<file path="src/rtl/isa_int_pkg.sv">
// Shared integer-ISA definitions: opcode encodings, datapath widths and the
// tag+data result record carried on the common data bus.
package isa_int_pkg;

   localparam int TAG_W  = 6;
   localparam int DATA_W = 32;

   localparam logic [3:0] OP_ADD  = 4'd0;
   localparam logic [3:0] OP_SUB  = 4'd1;
   localparam logic [3:0] OP_AND  = 4'd2;
   localparam logic [3:0] OP_OR   = 4'd3;
   localparam logic [3:0] OP_XOR  = 4'd4;
   localparam logic [3:0] OP_NOR  = 4'd5;
   localparam logic [3:0] OP_SLT  = 4'd6;
   localparam logic [3:0] OP_SLTU = 4'd7;
   localparam logic [3:0] OP_SLL  = 4'd8;
   localparam logic [3:0] OP_SRL  = 4'd9;
   localparam logic [3:0] OP_SRA  = 4'd10;
   localparam logic [3:0] OP_LUI  = 4'd11;

   typedef struct packed {
      logic [TAG_W-1:0]  tag;
      logic [DATA_W-1:0] data;
   } result_t;

endpackage

</file>
<file path="src/rtl/issueint_alu_if.sv">
// Issue-queue handshake plus CDB broadcast/arbitration signals of the integer
// execute unit. master = queue/arbiter side, slave = execute unit.
interface issueint_alu_if;
   import isa_int_pkg::*;

   logic [3:0]        issueint_opcode;
   logic [TAG_W-1:0]  issueint_rdtag;
   logic [DATA_W-1:0] issueint_rsdata;
   logic [DATA_W-1:0] issueint_rtdata;
   logic              issueint_ready;
   logic              issueint_done;
   logic              cdb_req;
   logic              cdb_grant;
   logic [TAG_W-1:0]  cdb_tag;
   logic [DATA_W-1:0] cdb_data;
   logic              cdb_valid;

   modport master (
      output issueint_opcode, issueint_rdtag, issueint_rsdata, issueint_rtdata,
      output issueint_ready, cdb_grant,
      input  issueint_done, cdb_req, cdb_tag, cdb_data, cdb_valid
   );

   modport slave (
      input  issueint_opcode, issueint_rdtag, issueint_rsdata, issueint_rtdata,
      input  issueint_ready, cdb_grant,
      output issueint_done, cdb_req, cdb_tag, cdb_data, cdb_valid
   );

endinterface

</file>
<file path="src/rtl/int_alu.sv">
// Combinational integer ALU: opcode/rs/rt to result. Reserved opcodes give 0.
// Shift amounts come from rs[4:0]; the shifted operand is rt.
module int_alu
   import isa_int_pkg::*;
(
   input  logic [3:0]        opcode,
   input  logic [DATA_W-1:0] rs,
   input  logic [DATA_W-1:0] rt,
   output logic [DATA_W-1:0] result
);

   logic [4:0] shamt;
   assign shamt = rs[4:0];

   always_comb begin
      result = '0;
      case (opcode)
         OP_ADD:  result = rs + rt;
         OP_SUB:  result = rs - rt;
         OP_AND:  result = rs & rt;
         OP_OR:   result = rs | rt;
         OP_XOR:  result = rs ^ rt;
         OP_NOR:  result = ~(rs | rt);
         OP_SLT:  result = {{(DATA_W-1){1'b0}}, ($signed(rs) < $signed(rt))};
         OP_SLTU: result = {{(DATA_W-1){1'b0}}, (rs < rt)};
         OP_SLL:  result = rt << shamt;
         OP_SRL:  result = rt >> shamt;
         OP_SRA:  result = $signed(rt) >>> shamt;
         OP_LUI:  result = {rt[15:0], 16'h0};
         default: result = '0;
      endcase
   end

endmodule

</file>
<file path="src/rtl/issueint_alu.sv">
// Integer issue/execute unit: credit-gated pop from the issue queue, fixed-latency
// ALU pipeline, in-order result FIFO onto the CDB. Optional ISSUEINT_BYPASS_EN.
module issueint_alu
   import isa_int_pkg::*;
#(
   parameter int LATENCY    = 1,
   parameter int OBUF_DEPTH = 2
) (
   input logic           clk,
   input logic           reset,
   issueint_alu_if.slave bus
);

   localparam int PTR_W = $clog2(OBUF_DEPTH);
   localparam int CNT_W = $clog2(OBUF_DEPTH + 1);
   localparam logic [CNT_W-1:0] DEPTH_C = CNT_W'(OBUF_DEPTH);

   logic              accept, done, cdb_req, cdb_pop;
   logic              buf_wr, buf_rd, buf_nempty, byp_avail;
   logic [CNT_W-1:0]  inflight, buf_cnt;
   logic [PTR_W-1:0]  wr_ptr, rd_ptr;
   result_t           buf_mem [OBUF_DEPTH];
   result_t           alu_res, last_res, cdb_res, hold_res;
   logic              s1_vld, last_vld;
   logic [3:0]        s1_op;
   logic [TAG_W-1:0]  s1_tag;
   logic [DATA_W-1:0] s1_rs, s1_rt, alu_out;

   // Credits cover pipeline plus buffer, so a pop in this cycle frees a slot now.
   assign done   = bus.issueint_ready && ((inflight < DEPTH_C) || cdb_pop);
   assign accept = bus.issueint_ready && done;

   always_ff @(posedge clk) begin
      if (reset) begin
         inflight <= '0;
      end else begin
         case ({accept, cdb_pop})
            2'b10:   inflight <= inflight + CNT_W'(1);
            2'b01:   inflight <= inflight - CNT_W'(1);
            default: inflight <= inflight;
         endcase
      end
   end

   always_ff @(posedge clk) begin
      if (reset) s1_vld <= 1'b0;
      else       s1_vld <= accept;
      if (accept) begin
         s1_op  <= bus.issueint_opcode;
         s1_tag <= bus.issueint_rdtag;
         s1_rs  <= bus.issueint_rsdata;
         s1_rt  <= bus.issueint_rtdata;
      end
   end

   int_alu u_alu (
      .opcode (s1_op),
      .rs     (s1_rs),
      .rt     (s1_rt),
      .result (alu_out)
   );

   assign alu_res = {s1_tag, alu_out};

   if (LATENCY == 1) begin : g_lat1
      assign last_vld = s1_vld;
      assign last_res = alu_res;
   end else begin : g_latn
      result_t            dly     [LATENCY-1];
      logic [LATENCY-2:0] dly_vld;

      always_ff @(posedge clk) begin
         if (reset) begin
            dly_vld <= '0;
         end else begin
            for (int i = LATENCY-2; i > 0; i--) dly_vld[i] <= dly_vld[i-1];
            dly_vld[0] <= s1_vld;
         end
         for (int i = LATENCY-2; i > 0; i--) dly[i] <= dly[i-1];
         dly[0] <= alu_res;
      end

      assign last_vld = dly_vld[LATENCY-2];
      assign last_res = dly[LATENCY-2];
   end

   assign buf_nempty = (buf_cnt != '0);

`ifdef ISSUEINT_BYPASS_EN
   assign byp_avail = !buf_nempty && last_vld;
`else
   assign byp_avail = 1'b0;
`endif

   assign cdb_req = buf_nempty || byp_avail;
   assign cdb_pop = cdb_req && bus.cdb_grant;
   assign buf_rd  = cdb_pop && buf_nempty;
   assign buf_wr  = last_vld && !(byp_avail && bus.cdb_grant);

   always_comb begin
      cdb_res = hold_res;
      if (buf_nempty)     cdb_res = buf_mem[rd_ptr];
      else if (byp_avail) cdb_res = last_res;
   end

   always_ff @(posedge clk) begin
      if (reset) begin
         wr_ptr   <= '0;
         rd_ptr   <= '0;
         buf_cnt  <= '0;
         hold_res <= '0;
      end else begin
         if (buf_wr) wr_ptr <= wr_ptr + PTR_W'(1);
         if (buf_rd) rd_ptr <= rd_ptr + PTR_W'(1);
         buf_cnt  <= buf_cnt + CNT_W'(buf_wr) - CNT_W'(buf_rd);
         hold_res <= cdb_res;
      end
   end

   always_ff @(posedge clk) begin
      if (buf_wr) buf_mem[wr_ptr] <= last_res;
   end

   assign bus.issueint_done = done;
   assign bus.cdb_req       = cdb_req;
   assign bus.cdb_valid     = cdb_pop;
   assign bus.cdb_tag       = cdb_res.tag;
   assign bus.cdb_data      = cdb_res.data;

endmodule
</file>
<file path="src/flat_wrapper.sv">
// flat-port wrapper written by rule: the top's interface ports become plain ports
module issueint_alu_flat import isa_int_pkg::*;
#(
   parameter int LATENCY    = 1,
   parameter int OBUF_DEPTH = 2
)
  (clk, reset, bus_issueint_opcode, bus_issueint_rdtag, bus_issueint_rsdata, bus_issueint_rtdata, bus_issueint_ready, bus_cdb_grant, bus_issueint_done, bus_cdb_req, bus_cdb_tag, bus_cdb_data, bus_cdb_valid);
  issueint_alu_if bus_i ();
  input logic clk;
  input logic reset;
  input wire logic [$bits(bus_i.issueint_opcode)-1:0] bus_issueint_opcode;
  input wire logic [$bits(bus_i.issueint_rdtag)-1:0] bus_issueint_rdtag;
  input wire logic [$bits(bus_i.issueint_rsdata)-1:0] bus_issueint_rsdata;
  input wire logic [$bits(bus_i.issueint_rtdata)-1:0] bus_issueint_rtdata;
  input wire logic [$bits(bus_i.issueint_ready)-1:0] bus_issueint_ready;
  input wire logic [$bits(bus_i.cdb_grant)-1:0] bus_cdb_grant;
  output wire logic [$bits(bus_i.issueint_done)-1:0] bus_issueint_done;
  output wire logic [$bits(bus_i.cdb_req)-1:0] bus_cdb_req;
  output wire logic [$bits(bus_i.cdb_tag)-1:0] bus_cdb_tag;
  output wire logic [$bits(bus_i.cdb_data)-1:0] bus_cdb_data;
  output wire logic [$bits(bus_i.cdb_valid)-1:0] bus_cdb_valid;
  assign bus_i.issueint_opcode = bus_issueint_opcode;
  assign bus_i.issueint_rdtag = bus_issueint_rdtag;
  assign bus_i.issueint_rsdata = bus_issueint_rsdata;
  assign bus_i.issueint_rtdata = bus_issueint_rtdata;
  assign bus_i.issueint_ready = bus_issueint_ready;
  assign bus_i.cdb_grant = bus_cdb_grant;
  assign bus_issueint_done = bus_i.issueint_done;
  assign bus_cdb_req = bus_i.cdb_req;
  assign bus_cdb_tag = bus_i.cdb_tag;
  assign bus_cdb_data = bus_i.cdb_data;
  assign bus_cdb_valid = bus_i.cdb_valid;
  issueint_alu #(.LATENCY(LATENCY), .OBUF_DEPTH(OBUF_DEPTH)) u_core (.clk(clk), .reset(reset), .bus(bus_i));
endmodule
</file>
<file path="config.mk">
export PLATFORM = sky130hd
export DESIGN_NAME = issueint_alu_flat
export DESIGN_NICKNAME = d
export VERILOG_FILES = /design/src/rtl/isa_int_pkg.sv /design/src/rtl/issueint_alu_if.sv /design/src/rtl/int_alu.sv /design/src/rtl/issueint_alu.sv /design/src/flat_wrapper.sv
export SDC_FILE = /design/constraint.sdc
export NUM_CORES = 1
export LEC_CHECK = 0
export CAP_MARGIN = 20
export CORE_ASPECT_RATIO = 0.6
export CORE_UTILIZATION = 25
export CTS_CLUSTER_DIAMETER = 200
export CTS_CLUSTER_SIZE = 25
export DETAILED_ROUTE_END_ITERATION = 12
export PLACE_DENSITY = 0.38
export SLEW_MARGIN = 10
export SYNTH_ARGS = -nofsm -noshare
export SYNTH_HDL_FRONTEND = slang
export SYNTH_HIERARCHICAL = 1
export SYNTH_SLANG_ARGS = --single-unit
</file>
<file path="constraint.sdc">
create_clock -name clk -period 7.63 [get_ports clk]
set_input_delay 1.526 -clock clk [delete_from_list [all_inputs] [get_ports clk]]
set_output_delay 1.526 -clock clk [all_outputs]
set_load 0.02 [all_outputs]
</file>
* Yosys cells after proc, flatten, opt, wreduce, memory -nomap -nowiden
Memories as Yosys holds them, arrays and structs flattened. A register that Yosys moved wholly into a read port is not among the register bits.
Cells that the tools add are included.
** Storage, ports and cells
- Register bits after elaboration :: 119
- Memories :: 1
- Bits in writable memories :: 76
- Output and inout port bits :: 41
- Logic and storage cells :: 58
- Bits of input ports :: 78
** Operators by class
- Magnitude comparators :: 3
- Add/sub/neg operators :: 8
- Bitwise operators :: 4
- Mux-type cells :: 7
- Shifts and indexed selects :: 3
- Reduce and logical (&&, ||, !) cells :: 8
- Equality and inequality tests :: 13
** Memories
- u_core.buf_mem :: words 2, bits a word 38, rd ports 1, clocked after Yosys merged registers in 1, wr ports 1, RTL line issueint_alu.sv:22 : result_t buf_mem [OBUF_DEPTH];
** Operator list (number)
- one-hot mux 32 bit (12 select lines) :: 1
- less-than comparator 32 bit :: 2
- two-way mux 38 bit :: 1
- adder 32 bit :: 1
- AND 32 bit :: 1
- NOT 32 bit :: 1
- OR 32 bit :: 1
- << shifter 32 x 5 -> 32 bit :: 1
- right shift 32 x 5 -> 32 bit :: 1
- >>> shifter 32 x 5 -> 32 bit :: 1
- subtractor 32 bit :: 1
- bitwise XOR 32 bit :: 1
- equality test 4 x 3 -> 1 bit, second input constant :: 4
- equality test 4 bit, second input constant :: 4
- equality test 4 x 2 -> 1 bit, second input constant :: 2
- equality test 4 x 1 -> 1 bit, second input constant :: 1
- logical AND 1 bit :: 4
- zero test 4 bit :: 1
- two-way mux 1 bit :: 4
- one-hot mux 2 bit (2 select lines) :: 1
- nonzero test 2 bit :: 2
- adder 1 bit, second input constant :: 2
- adder 2 x 1 -> 2 bit :: 1
- adder 2 x 1 -> 2 bit, second input constant :: 1
- 6 further kinds :: 6

* Longest topological paths before layout
Gate-level depths: netlist of the first run.
- Word-level depth :: 7
- Gate-level depth with buffers :: 16
- Depth with buffers taken out :: 12

* Hierarchy
Netlist of the first run, hierarchy kept.
** Modules (own cells, without submodules)
- int_alu :: times used 1, area each 8788.4 µm², seq. area each 0.0 µm², cells an instance 1323
- issueint_alu :: times used 1, area each 6977.9 µm², seq. area each 5425.2 µm², cells an instance 437

* Worst setup path before layout of the first run
No wires, ideal clock.
- Path type :: in2out
- From :: in bus_cdb_grant
- To :: out bus_issueint_done
- Path buffers :: 0
- Cell stages on the path :: 3
- Data arrival time :: 3585 ps
- Required time :: 6104 ps
- Path slack :: 2519 ps
- Cells stage by stage :: o21a_1 > o21ai_0 > inv_1
** Between the ends
- Word-level cells in the longest chain between the ends :: 3
** RTL lines
- start, declared :: RTL line flat_wrapper.sv:16 : input wire logic [$bits(bus_i.cdb_grant)-1:0] bus_cdb_grant;
- logical AND 1 bit :: RTL line issueint_alu.sv:96 : assign cdb_pop = cdb_req && bus.cdb_grant;
- logical OR 1 bit :: RTL line issueint_alu.sv:30 : assign done = bus.issueint_ready && ((inflight < DEPTH_C) || cdb_pop);
- logical AND 1 bit :: RTL line issueint_alu.sv:30
- end, declared :: RTL line flat_wrapper.sv:17 : output wire logic [$bits(bus_i.issueint_done)-1:0] bus_issueint_done;
No other way between the ends.

* Worst setup path in the final report of the first run
Same ends and word-level chain as after synthesis.

==> results.tsv, run 1 <==
stage	metric	value	unit
status	status	finished, final reports clean	
logic_synthesis	Yosys top cell by area	edfxtp_1	
routing	DR iter-0 viols	1640	
floorplan	Die X	326.2	um
floorplan	I/O pins	119	
grt	aggregate global routing overflow	0	
final_layout	Final Util	29.61	%
clock_network	H-tree levels	4	
sta	final worst path period need	5.122	ns
setup_path	cells along the critical path	clkdlybuf4s50_1 > o21a_1 > o21ai_0 > inv_4 > clkdlybuf4s50_1	
final_layout	fin nets	1984	
floorplan	Die Ht	196.5	um
sta	Final period util	67.13	%
sta	measured slew at the worst slew-check pin	1.039	ns
final_layout	Layout Cells excl Fill	2646	
logic_synthesis	Synth area leaders	edfxtp_1 29%, ha_1 8.0%, nor2_1 6.1%, dfxtp_1 5.8%, a21oi_1 5.2%	
hold_path	Min-Delay Path Class	reg2reg	
floorplan	Initial Utilization	25.61	%
clock_network	Worst-Skew Late Latency	0.48	ns
routing	DR pass1 iterations	9	
sta	worst hold slack	0.4465	ns
logic_synthesis	Avg Synthesized Cell Area	8.958	um2
floorplan	Site Rows	70	
placement	port buffer count	118	
setup_path	Crit path max-delay family	buffers and inverters	
grt	GRT Total Usage	21.42	%
grt	number of global-route vias before repair	13670	
setup_path	CP Data Arrival Time	3.60	ns
setup_path	CP required	6.10	ns
logic_synthesis	Yosys warnings	6	
clock_network	Max Buffers Root-to-Sink	2	
routing	vias	14510	
flow_run	max-cap viol count	0	
logic_synthesis	cell with the most instances after synthesis	nor2_1	
final_layout	Layout area overhead	15.63	%
grt	largest net degree at the start of global routing	88	
logic_synthesis	FFs w/ async S/R, synth	0	%
logic_synthesis	Post-synth top cells	256 x nor2_1, 164 x a21oi_1, 150 x edfxtp_1	
sta	Setup TNS	0	ns
logic_synthesis	Synth Register Bits	196	
clock_network	clk sinks	196	
logic_synthesis	Top FF cell, synth	edfxtp_1	
placement	placed insts	2610	
setup_path	Worst Path Max Fanout	35	
logic_synthesis	cell count after synthesis	1760	
floorplan	core box area	0.06157	mm2
setup_path	crit path buf inv count	3	
sta	Setup violations, final	0	
logic_synthesis	syn_nets	1941	
power	power density over the cells	314.6	mW/mm2
clock_network	Root Buffer	clkbuf_16	
clock_network	TritonCTS buffer count	17	
routing	drt total wl	69240	um
setup_path	classification of the worst setup path	in2out	
setup_path	CP endpoint kind	output pin	
clock_network	# hold bufs at CTS	0	
routing	vias per cell	5.485	
logic_synthesis	Distinct cells, synth	88	
setup_path	Crit path top cell by count	clkdlybuf4s50_1	
placement	worst slack at placement	2.448	ns
grt	first-pass GRT wire length	99770	um
sta	final hold viol count	0	
floorplan	Die Area	0.06411	mm2
logic_synthesis	sequential share of the synthesized area	34.41	%
logic_synthesis	Post-Syn Area	0.01577	mm2
clock_network	Resize count post-CTS	0	
routing	Final ANT Viol Nets	0	
clock_network	CTS tree	yes	
clock_network	setup bufs post-CTS	0	
setup_path	critical path startpoint category	primary input	
clock_network	Clock transition at path regs	0.07	ns
placement	DP HPWL	51420	um
sta	Max Freq	195.2	MHz
setup_path	slowest CP cell	clkdlybuf4s50_1	
final_layout	layout cell share with drive strength beyond 1	8.205	%
sta	Final Worst Setup Slack	2.508	ns
power	Design Power	5.735	mW
logic_synthesis	top-area cell type share of the netlist area	28.57	%
placement	GP Congestion	0.9372	
sta	fin. max-slew vios	0	
final_layout	post-route cell area	0.01823	mm2
placement	placed cell areas	0.01765	mm2
sta	headroom to the max-slew limit	30.58	%
setup_path	Largest stage delay, worst path	0.70	ns
sta	Worst Skew	0.02439	ns
sta	RSZ-0062 raised after global routing	false	
logic_synthesis	EDFF count, synth	150	
grt	initial antenna violation count	2	
routing	DRC	0	
routing	post-DR wirelength/cell	26.17	um
power	worst-case vdd ir drop	0.0001777	V
power	Leak	6.805	nW
-- cells by family after synthesis --
kind of cell	share of synthesized area, %
compound gates	24.62
xor+xnor	0.6111
fa+ha+maj	8.269
buf+inv	6.611
flops	34.41
mux	8.642
simple gates	16.84
-- power breakdown --
group / total, mW / switching, mW / internal (mW) / leakage [nW]
logic: 3.14 / 1.99 / 1.15 / 4.72
clock network: 0.906 / 0.460 / 0.446 / 0.277
registers: 1.69 / 0.251 / 1.43 / 1.80
-- placed cells by master, fill, tap and decap left out, drive strengths merged, types with 17 or more instances in the layout --
cell,count
dfxtp,46
edfxtp,150
a221oi,21
o211ai,22
nand2,89
mux2i,45
buf,33
a21oi,165
clkdlybuf4s50,117
clkbuf,21
ha,101
a211o,17
nor2,257
nand3,27
inv,113
mux4,33
a211oi,69
o21ai,89
nor3,72
nor2b,49
-- registers in the layout, summed over array words and instances (netlist names), named ones only --
signal           flops
u_core/s1_tag        6
u_core/rd_ptr        1
u_core/s1_op         4
u_core/s1_rs        32
u_core/buf_wr        1
u_core/wr_ptr        1
u_core/hold_res     38
u_core/inflight      2
u_core/buf_mem      76
u_core/s1_rt        32
u_core/buf_cnt       2
-- final timing paths --
path | startpoint | to | slack [ns] | depth (start not counted)
setup / recovery | bus_cdb_grant | bus_issueint_done | 2.51 | 5
setup reg to reg | u_core/s1_rs[1]$_DFFE_PP_ | u_core/buf_mem[0][25]$_DFFE_PP_ | 2.77 | 12
hold reg to reg | u_core/s1_tag[1]$_DFFE_PP_ | u_core/buf_mem[0][33]$_DFFE_PP_ | 0.45 | 0
hold / removal | u_core/s1_tag[1]$_DFFE_PP_ | u_core/buf_mem[0][33]$_DFFE_PP_ | 0.45 | 0
-- per-layer routing --
layer	global-route usage [%]	share of wire [%]	vias to the layer above
li1	-	-	6646
met1	33.93	52	7242
met2	29.31	40	585
met3	4.549	7.6	39
met4	3.391	0.99	0
met5	0	0	-
-- final cells by class --
type                    instances  area, um2
multi-input cells            1331       9354
clock inverters                11      90.09
well taps                     828       1036
clock buffers                  21      461.7
fillers                      6528      43340
repair buffers                150       1451
diodes                          2      5.005
inverters                     107      404.1
flip-flops and latches        196       5429
Note: power is estimated with default switching activity, not from simulation.
==> inputs of run 2 (changes only) <==
- clock period: 7.63 -> 5.1 ns (I/O delays scaled with it)
==> results.tsv, run 2 (synthesis results as in run 1) <==
stage	metric	value	unit	change
setup_path	cells along the critical path	inv_1 > ha_1 > buf_4 > inv_1 > a21oi_1 > o31ai_1 > a221oi_1 > o311ai_0 > nand2_1 > o211ai_1 > and3_1 > a211o_1		
placement	port buffer count	118		unchanged
clock_network	TritonCTS buffer count	17		unchanged
routing	vias	14670		+1.1%
power	Design Power	8.695	mW	+52%
placement	placed insts	2641		+1.2%
sta	Max Freq	230.1	MHz	
clock_network	setup bufs post-CTS	0		unchanged
setup_path	crit path buf inv count	3		unchanged
floorplan	Site Rows	70		unchanged
setup_path	Crit path top cell by count	inv_1		
final_layout	Layout Cells excl Fill	2675		+1.1%
sta	RSZ-0062 raised after global routing	false		
setup_path	slowest CP cell	a221oi_1		
floorplan	Initial Utilization	25.61	%	unchanged
clock_network	H-tree levels	4		unchanged
power	Leak	6.953	nW	+2.2%
final_layout	Most flops, register	u_core/buf_mem		
floorplan	Die X	326.2	um	unchanged
setup_path	Crit path depth	12		+7
grt	initial antenna violation count	2		unchanged
clock_network	Worst-Skew Late Latency	0.49	ns	about the same
setup_path	Worst Path Max Fanout	14		-60%
placement	placed cell areas	0.01787	mm2	+1.2%
final_layout	fin nets	2014		+1.5%
setup_path	CP Data Arrival Time	4.57	ns	+0.97 ns
hold_path	worst hold stages	0		unchanged
sta	Final period util	85.23	%	
final_layout	post-route cell area	0.01847	mm2	+1.3%
sta	final worst path period need	4.347	ns	
sta	Setup TNS	0	ns	unchanged
clock_network	CTS tree	yes		
setup_path	classification of the worst setup path	reg2reg		
floorplan	I/O pins	119		unchanged
hold_path	Min-Delay Path Class	reg2reg		
final_layout	most frequent cells in the layout	254 x nor2_1, 164 x a21oi_1, 150 x edfxtp_1, 117 x clkdlybuf4s50_1, 104 x inv_1		
power	power density over the cells	470.8	mW/mm2	+50%
routing	drt total wl	70760	um	+2.2%
clock_network	Resize count post-CTS	0		unchanged
clock_network	Max Buffers Root-to-Sink	2		unchanged
clock_network	Root Buffer	clkbuf_16		
floorplan	core box area	0.06157	mm2	unchanged
clock_network	clk sinks	196		unchanged
sta	final hold viol count	0		unchanged
routing	DRC	0		unchanged
setup_path	Crit path max-delay family	compound AO/OA/AOI/OAI gates		
placement	GP Congestion	0.9571		+2.1%
routing	post-DR wirelength/cell	26.45	um	+1.1%
final_layout	layout cell share with drive strength beyond 1	9.697	%	+1.5 points
clock_network	Clock transition at path regs	0.08	ns	about the same
grt	aggregate global routing overflow	0		unchanged
flow_run	max-cap viol count	0		unchanged
routing	Final ANT Viol Nets	0		unchanged
floorplan	Die Area	0.06411	mm2	unchanged
setup_path	Register-to-Register Path Depth	12		unchanged
final_layout	number of flip-flops in the largest register	76		unchanged
sta	Worst Skew	0.02536	ns	+0.0009729 ns
grt	first-pass GRT wire length	101800	um	+2.0%
setup_path	critical path startpoint category	register		
sta	Setup violations, final	0		unchanged
grt	largest net degree at the start of global routing	87		-1.1%
final_layout	Layout area overhead	17.15	%	
clock_network	# hold bufs at CTS	0		unchanged
grt	GRT Total Usage	21.98	%	+0.56 points
setup_path	Largest stage delay, worst path	0.83	ns	+0.13 ns
status	status	finished, final reports clean		
floorplan	Die Ht	196.5	um	unchanged
placement	DP HPWL	53950	um	+4.9%
final_layout	commonest non-fill, non-tap cell in the layout	nor2_1		
routing	DR pass1 iterations	5		-4
grt	number of global-route vias before repair	13960		+2.1%
power	worst-case vdd ir drop	0.0002875	V	+62%
routing	vias per cell	5.483		about the same
sta	headroom to the max-slew limit	19.22	%	-11 points
final_layout	Largest regs	u_core/buf_mem (76), u_core/hold_res (38)		
setup_path	CP endpoint kind	register		
setup_path	CP required	5.32	ns	-0.78 ns
routing	DR iter-0 viols	1674		+2.1%
sta	fin. max-slew vios	0		unchanged
sta	measured slew at the worst slew-check pin	1.181	ns	+0.1422 ns
sta	worst hold slack	0.4470	ns	+0.0005210 ns
==> run 2: final timing paths <==
check                           slack, ns                         endpoint                       start
worst min register to register       0.45  u_core/buf_mem[0][37]$_DFFE_PP_  u_core/s1_tag[5]$_DFFE_PP_
worst min-delay path                 0.45  u_core/buf_mem[0][37]$_DFFE_PP_  u_core/s1_tag[5]$_DFFE_PP_
worst max-delay path                 0.75  u_core/buf_mem[0][31]$_DFFE_PP_  u_core/s1_rt[26]$_DFFE_PP_
worst max register to register       0.75  u_core/buf_mem[0][31]$_DFFE_PP_  u_core/s1_rt[26]$_DFFE_PP_
==> run 2: layer usage <==
layer | wire (um) | up-vias | track usage, %
li1 | - | 6705 | -
met5 | 0 | - | 0
met1 | 34600 | 7174 | 33.15
met3 | 7911 | 69 | 8.031
met2 | 26550 | 718 | 28.32
met4 | 1706 | 0 | 6.208
==> run 2: power by group <==
part	internal, mW	leakage [nW]	total, mW	switching (mW)
Clock	0.688	0.280	1.39	0.703
Combinational	1.77	4.87	4.88	3.12
Sequential	2.15	1.80	2.42	0.276
==> run 2: layout make-up <==
type	instances	area (um2)
Fill cell	6485	43100
Multi-Input combinational cell	1331	9354
Sequential cell	196	5429
Timing Repair Buffer	180	1667
Tap cell	828	1036
Clock buffer	17	425.4
Inverter	107	404.1
Clock inverter	15	152.6
Antenna cell	1	2.502
==> run 2: per-stage QoR <==
step / utilization [%] / worst slack, ns
4_1_cts: 29.96 / 0.9659
3_5_place_dp: 29.02 / 0.9732
6_report: 30.00 / 0.7533
2_1_floorplan: - / 0.9717
5_1_grt: 29.99 / 0.5648
3_3_place_gp: 29.02 / 0.9906
==> run 2: worst register-to-register path, delay by kind of cell, from the launching register on <==
kind | cells | cell delay [ns]
buf+inv | 3 | 0.48
simple gates | 2 | 0.47
fa+ha+maj | 1 | 0.29
compound gates | 6 | 2.20
flops | 1 | 0.63
==> RTL edit (settings of run 1) <==
Make the reset (`reset`) asynchronous in 2 clocked blocks.
--- a/src/rtl/issueint_alu.sv
+++ b/src/rtl/issueint_alu.sv
@@ -30,7 +30,7 @@
    assign done   = bus.issueint_ready && ((inflight < DEPTH_C) || cdb_pop);
    assign accept = bus.issueint_ready && done;
 
-   always_ff @(posedge clk) begin
+   always_ff @(posedge clk or posedge reset) begin
       if (reset) begin
          inflight <= '0;
       end else begin
@@ -103,7 +103,7 @@
       else if (byp_avail) cdb_res = last_res;
    end
 
-   always_ff @(posedge clk) begin
+   always_ff @(posedge clk or posedge reset) begin
       if (reset) begin
          wr_ptr   <= '0;
          rd_ptr   <= '0;
Check against the original RTL: differs if reset is asserted again (counterexample within 4 cycles, from zero or initial values and one cycle with reset high); with reset held inactive, the same outputs for 4 cycles.
==> RTL edit against run 1 <==
Sequential cell count down 1; power is essentially flat; final cell count fell by 3.1%; worst hold slack better by 1.2 ps; critical path depth is the same; clock power increased by 6.2%; register-to-register slack got worse by 40 ps; highest routed layer unchanged; synthesized area is 2.4% lower; wire length is 3.2% lower; synthesized cell count fell by 5.2%; design area shrank 1.4%; worst setup slack lost 100 ps; critical path type unchanged; fmax down 1.9%; die area is 2.4% lower.
==> RTL edit: results (changes against run 1) <==
Hold WC Path Type=flop to flop (unchanged); DRT iter0 DRCs=1604 (was 1640); total track usage=0.2127 (was 0.2142); final net count=1904 (was 1984); post-synthesis cell type count=82 (was 88); Rel. slew slack=0.3282 (was 0.3058); RD Place Congestion=0.9383 (was 0.9372); Seq/Total Area, Yosys=0.3656 (was 0.3441); top post-synthesis cells by area=edfxtp_1 (29%), ha_1 (8.2%), dfrtp_1 (7.2%) (was edfxtp_1 (29%), ha_1 (8.0%), nor2_1 (6.1%)); CP max FO=32 (was 35); ys async rst share=0.2256 (was 0); number of global-route vias before repair=13170 (was 13670); peak supply drop=0.1225 mV (was 0.1777 mV); share of post-route cells with drive strength above 1=0.07258 (was 0.08205); fillers=6475 (was 6528); area of placed instances=0.01737 mm^2 (was 0.01765 mm^2); # placed instances=2530 (was 2610); routed wire length=67020 um (was 69240 um); pwr dens=318.8 mW/mm^2 (was 314.6 mW/mm^2); Cell Int Power=3.108 mW (was 3.031 mW); total CTS buffers=17 (unchanged); first-pass GRT wire length=96060 um (was 99770 um); Post-Synthesis Cells=1668 (was 1760); yosys warns=6 (unchanged); clock skew=15.51 ps (was 24.39 ps); status=finished, final reports clean (unchanged); Worst path max stage delay=870 ps (was 700 ps); via count=14000 (was 14510); hpwl dp=50180 um (was 51420 um); routed len/inst=26.14 um (was 26.17 um); dpl ws=2355 ps (was 2448 ps); maximum number of pins on one net before global-route repair=78 (was 88); clk buf depth=2 (unchanged); DR pass1 iterations=6 (was 9); synth cell count leaders=nor2_1 (214), a21oi_1 (201), edfxtp_1 (150) (was nor2_1 (256), a21oi_1 (164), edfxtp_1 (150)); leakage=6.916 nW (was 6.805 nW); initial antenna violation count=4 (was 2); syn_nets=1849 (was 1941); n_diodes=0 (was 2)
RTL edit: cell count changes after synthesis, sizes merged, moves of 3 or more:
cell	delta
dfxtp	-45
dfrtp	+44
nor2	-43
nor3	-39
a211oi	-38
mux2i	+38
nor2b	-38
a21oi	+37
clkbuf	-4
buf	-3
RTL edit: cells by family after synthesis:
logic type / Yosys count / share of synthesized area
AND/OR/NAND/NOR: 447 / 0.1306
buffers and inverters: 226 / 0.06245
adder cells (fa/ha/maj): 103 / 0.08473
AO/OA/AOI/OAI: 555 / 0.2360
XOR/XNOR: 13 / 0.007400
flip-flops: 195 / 0.3656
multiplexers: 129 / 0.1133
RTL edit: power groups by stage:
| stage | sequential (mW) | combinational [mW] | clock (mW) |
|---|---|---|---|
| after floorplan | 1.61 | 1.98 | 0 |
| after global placement | 1.71 | 3.04 | 0 |
| after detailed placement | 1.72 | 3.04 | 0 |
| after CTS | 1.69 | 3.06 | 1.01 |
| after global routing | 1.72 | 3.32 | 1.03 |
| final | 1.69 | 3.08 | 0.962 |
RTL edit: cell type report:
cell class                      instances  share of cell area
Timing Repair Buffer                  155             0.08252
Clock buffer                           20             0.02547
Tap cell                              828             0.05761
Sequential cell                       195              0.3129
Clock inverter                         12            0.007932
Inverter                              107             0.02247
Multi-Input combinational cell       1247              0.4911
RTL edit: path summary, 6_finish.rpt:
path	start	to	slack [ps]	depth (start not counted)
max	bus_cdb_grant	bus_issueint_done	2410	5
min	u_core/s1_tag[1]	u_core/buf_mem[1][33]	450	0
max reg2reg	u_core/s1_rs[1]	u_core/buf_mem[0][27]	2730	12
min reg2reg	u_core/s1_tag[1]	u_core/buf_mem[1][33]	450	0
max in group asynchronous	reset	u_core/hold_res[6]	5640	3
min in group asynchronous	reset	u_core/buf_cnt[0]	1450	2
RTL edit: per-stage QoR:
step / hold slack, ps / power, mW
3_3_place_gp: 422.3 / 4.757
2_1_floorplan: 421.5 / 3.583
5_1_grt: 464.8 / 6.073
4_1_cts: 450.7 / 5.761
3_5_place_dp: 432.4 / 4.757
6_report: 447.7 / 5.732
RTL edit: per-layer routing:
metal / share of wire / track usage / vias up
met5: 0 / 0 / -
met4: 0.017 / 0.04550 / 0
met3: 0.10 / 0.07123 / 53
met2: 0.39 / 0.2810 / 664
met1: 0.49 / 0.3253 / 6912
li1: - / - / 6374
